<file path="src/rtl/muxn_skid.sv">
// rtl/muxn_skid.sv - N-way select feeding a 2-entry registered skid buffer
module muxn_skid #(
  parameter int WIDTH = 32,
  parameter int N     = 4,
  parameter int SELW  = $clog2(N)
) (
  input  logic                 clk,
  input  logic                 rst_n,
  input  logic [N*WIDTH-1:0]   d,
  input  logic [SELW-1:0]      s,
  input  logic                 in_valid,
  output logic                 in_ready,
  output logic [WIDTH-1:0]     out_data,
  output logic                 out_valid,
  input  logic                 out_ready,
  input  logic                 flush
);

  localparam logic [1:0] EMPTY = 2'd0;
  localparam logic [1:0] ONE   = 2'd1;
  localparam logic [1:0] FULL  = 2'd2;

  logic [1:0]       state;
  logic [1:0]       state_nx;
  logic [WIDTH-1:0] head;
  logic [WIDTH-1:0] head_nx;
  logic [WIDTH-1:0] skid;
  logic [WIDTH-1:0] skid_nx;
  logic             ready_q;
  logic [WIDTH-1:0] sel_data;
  logic             acc;
  logic             dlv;

  // Pick d[s]; a select with no matching input leaves the result at zero
  always_comb begin
    sel_data = '0;
    for (int i = 0; i < N; i++) begin
      if (s == SELW'(i)) sel_data = d[i*WIDTH +: WIDTH];
    end
  end

  assign acc = in_valid & ready_q;
  assign dlv = (state != EMPTY) & out_ready;

  // Next occupancy and entry contents; head is zeroed whenever the buffer drains
  always_comb begin
    state_nx = state;
    head_nx  = head;
    skid_nx  = skid;
    case (state)
      EMPTY: begin
        if (acc) begin
          state_nx = ONE;
          head_nx  = sel_data;
        end
      end
      ONE: begin
        if (acc && !dlv) begin
          state_nx = FULL;
          skid_nx  = sel_data;
        end else if (dlv && !acc) begin
          state_nx = EMPTY;
          head_nx  = '0;
        end else if (acc && dlv) begin
          head_nx  = sel_data;
        end
      end
      FULL: begin
        if (dlv) begin
          state_nx = ONE;
          head_nx  = skid;
          skid_nx  = '0;
        end
      end
      default: begin
        state_nx = EMPTY;
        head_nx  = '0;
        skid_nx  = '0;
      end
    endcase
  end

  // State register; reset beats flush, flush beats any transfer
  always_ff @(posedge clk) begin
    if (!rst_n) begin
      state   <= EMPTY;
      head    <= '0;
      skid    <= '0;
      ready_q <= 1'b1;
    end else if (flush) begin
      state   <= EMPTY;
      head    <= '0;
      skid    <= '0;
      ready_q <= 1'b1;
    end else begin
      state   <= state_nx;
      head    <= head_nx;
      skid    <= skid_nx;
      ready_q <= (state_nx != FULL);
    end
  end

  assign in_ready  = ready_q;
  assign out_valid = (state != EMPTY);
  assign out_data  = head;

endmodule

</file>
<file path="config.mk">
export PLATFORM = sky130hd
export DESIGN_NAME = muxn_skid
export DESIGN_NICKNAME = d
export VERILOG_FILES = /design/src/rtl/muxn_skid.sv
export SDC_FILE = /design/constraint.sdc
export NUM_CORES = 1
export LEC_CHECK = 0
export CORE_MARGIN = 5
export CORE_UTILIZATION = 40
export CTS_CLUSTER_DIAMETER = 50
export CTS_CLUSTER_SIZE = 40
export DETAILED_ROUTE_END_ITERATION = 16
export GPL_ROUTABILITY_DRIVEN = 0
export PLACE_DENSITY = 0.8
export SKIP_CTS_REPAIR_TIMING = 1
export SYNTH_ARGS = -nofsm -noshare
export SYNTH_HDL_FRONTEND = slang
export SYNTH_SLANG_ARGS = --single-unit
export TNS_END_PERCENT = 1
</file>
<file path="constraint.sdc">
create_clock -name clk -period 3.6 [get_ports clk]
set_input_delay 0.36 -clock clk [delete_from_list [all_inputs] [get_ports clk]]
set_output_delay 0.36 -clock clk [all_outputs]
set_load 0.01 [all_outputs]
</file>
==> reports/metrics.yaml <==
outcome:
  outcome: "finished clean"
power:
  p_leak_nw: 1.97
  power_density_nw_per_um2: 349
  ir_drop_v: 0.000198
  total_power_mw: 1.95
timing:
  max_freq_ghz: 0.413
  whs_ns: 0.495
  setup_viol: 0
  tightest_slew_ns: 0.987
  drv_slew: 0
  fin_crit_sh: 0.672
  fin_crit_ns: 2.42
  slew_headroom: 0.342
  setup_tns_ns: 0
  fin_skew_ns: 0.00769
  hold_violations: 0
  rsz0062_at_grt: "false"
cts:
  tritoncts: "done"
  clockBufferDepth: 2
  clkTransAtPathRegs_ns: 0.08
  cts_root_buf: "clkbuf_8"
  clock_latency_ns: 0.35
  cts_buffers: 9
  cts.htree.levels: 3
  clkSinkCount: 67
global_route:
  grt_pass1_vias: 3930
  grt_usage: 0.211
  antenna_found_initial: 0
  grt_pass1_wl_um: 19000
  grt_overflow: 0
  grt_max_degree: 47
finish:
  fin_util: 0.617
  nets: 665
  antenna_cells: 0
  drive_above_1_share: 0.118
  fill_cells: 750
  syn2layout_area_growth_pct: 52.7
worst_setup_path:
  cpPeakStageDelay_ns: 0.81
  critPathSlowestCell: "a31oi_4"
  r2r-start: "state[0]"
  crit_type: "in -> reg"
  crit_start: "out_ready"
  required_ns: 3.87
  crit_family: "buffers and inverters"
  startpoint_type: "input port"
  cp_num_buf_inv: 2
  critPathCaptureType: "flip-flop"
  crit_chain: "clkdlybuf4s50_1 -> buf_4 -> a31oi_4 -> a22oi_1 -> nor3_1"
  crit_path_max_fanout: 32
  crit_arrival_ns: 2.69
logic_synthesis:
  ys_ff_latch: 67
  ys_warn_count: 0
  netlist_top_cells_count: "dfxtp_1 (67), nor2_1 (66), a22oi_1 (64)"
  syn_nets: 522
  yosysTopAreaCell: "dfxtp_1"
  synth_flop_cell: "dfxtp_1"
  synthArstFlopShare: 0
  synth_cells: 387
  syn_area_sq_um: 3660
  synthDistinctLibCells: 30
  syn_avg_cell_area_sq_um: 9.47
  seq_area_frac_synth: 0.366
  synth_top_area_frac: 0.366
  synth_edf_count: 0
  synth.area.top_cells: "dfxtp_1 (37%), mux4_2 (20%), a22oi_1 (13%)"
  yosysMostFrequentCell: "dfxtp_1"
floorplan:
  die_area_sq_um: 11200
  row_count: 35
  coreArea_sq_um: 9060
  initial_core_util: 0.404
  die_w_um: 106
  die_h_um: 106
  io_pins: 169
drt:
  ant_nets: 0
  wire_per_inst_um: 18.1
  firstDrtPassIters: 5
  vias_per_cell: 5.72
  routed_wl_um: 11700
  drcViolationCount: 0
  drt_iter0_drc: 239
  vias: 3694
place:
  port_buffers: 168
  hpwl_um: 8280
hold_path:
  timing.hold.worst.start: "out_data[3]"
  min_path_type: "reg -> reg"
job:
  timing.max_cap.violations: 0
==> registers in the layout, indices dropped and copies added, names as in the netlist <==
name,count
in_ready,1
out_data,32
state,2
skid,32
==> per-layer routing <==
layer | wire, um | vias to the layer above | GRT usage
li1 | - | 1724 | -
met1 | 4460 | 1795 | 0.237
met2 | 5990 | 158 | 0.372
met3 | 1030 | 17 | 0.0674
met4 | 233 | 0 | 0.0805
met5 | 0 | - | 0
==> power by group <==
group | total [mW] | switching, mW | internal (mW)
Sequential | 0.785 | 0.0205 | 0.765
Combinational | 0.445 | 0.173 | 0.272
Clock | 0.720 | 0.293 | 0.427
==> final cells by class <==
| cell class | count | area [sq um] | area share |
|---|---|---|---|
| inverters | 1 | 3.75 | 0.000671 |
| clock buffers | 12 | 155 | 0.0277 |
| repair buffers | 174 | 1720 | 0.307 |
| multi-input cells | 277 | 2160 | 0.387 |
| flip-flops and latches | 67 | 1340 | 0.240 |
| well taps | 111 | 139 | 0.0248 |
| clock inverters | 4 | 72.6 | 0.0130 |
==> kinds of logic after synthesis <==
kind of cell | synth area share
muxes | 0.199
DFF | 0.366
buffers and inverters | 0.0540
and+or+nand+nor | 0.185
AOI/OAI and AO/OA | 0.195
==> path summary, 6_finish.rpt <==
check	slack, ns	endpoint	cells after the start
worst max-delay path	1.18	out_data[7]	5
worst min-delay path	0.49	out_data[3]	2
worst max register to register	1.39	skid[21]	5
worst min register to register	0.49	out_data[3]	2
==> per-stage QoR <==
stage / worst slack (ns) / area, sq um / instances
after floorplan: 2.00 / 3660 / 387
after global placement: 0.951 / 5370 / 630
after detailed placement: 0.840 / 5370 / 630
after CTS: 1.21 / 5590 / 646
after global routing: 0.968 / 5590 / 646
final: 1.18 / 5590 / 646
==> tightest hold or removal path, stage by stage (launching register included) <==
cell and delay (ns):
dfxtp_1 0.31, nor2_1 0.10, nor3_1 0.05
==> layout by cell type (no fill, tap or decap), types with 2 or more instances in the layout <==
cell | synthesis | routed
a22oi_1 | 64 | 64
buf_2 | 19 | 2
buf_4 | 3 | 6
bufinv_16 | 0 | 2
clkbuf_8 | 0 | 11
clkdlybuf4s50_1 | 0 | 166
dfxtp_1 | 67 | 65
dfxtp_2 | 0 | 2
mux4_2 | 32 | 32
nand2_1 | 2 | 2
nor2_1 | 66 | 66
nor2b_1 | 33 | 33
nor3_1 | 32 | 32
o21ai_0 | 31 | 31
(Power assumes the default switching activity.)
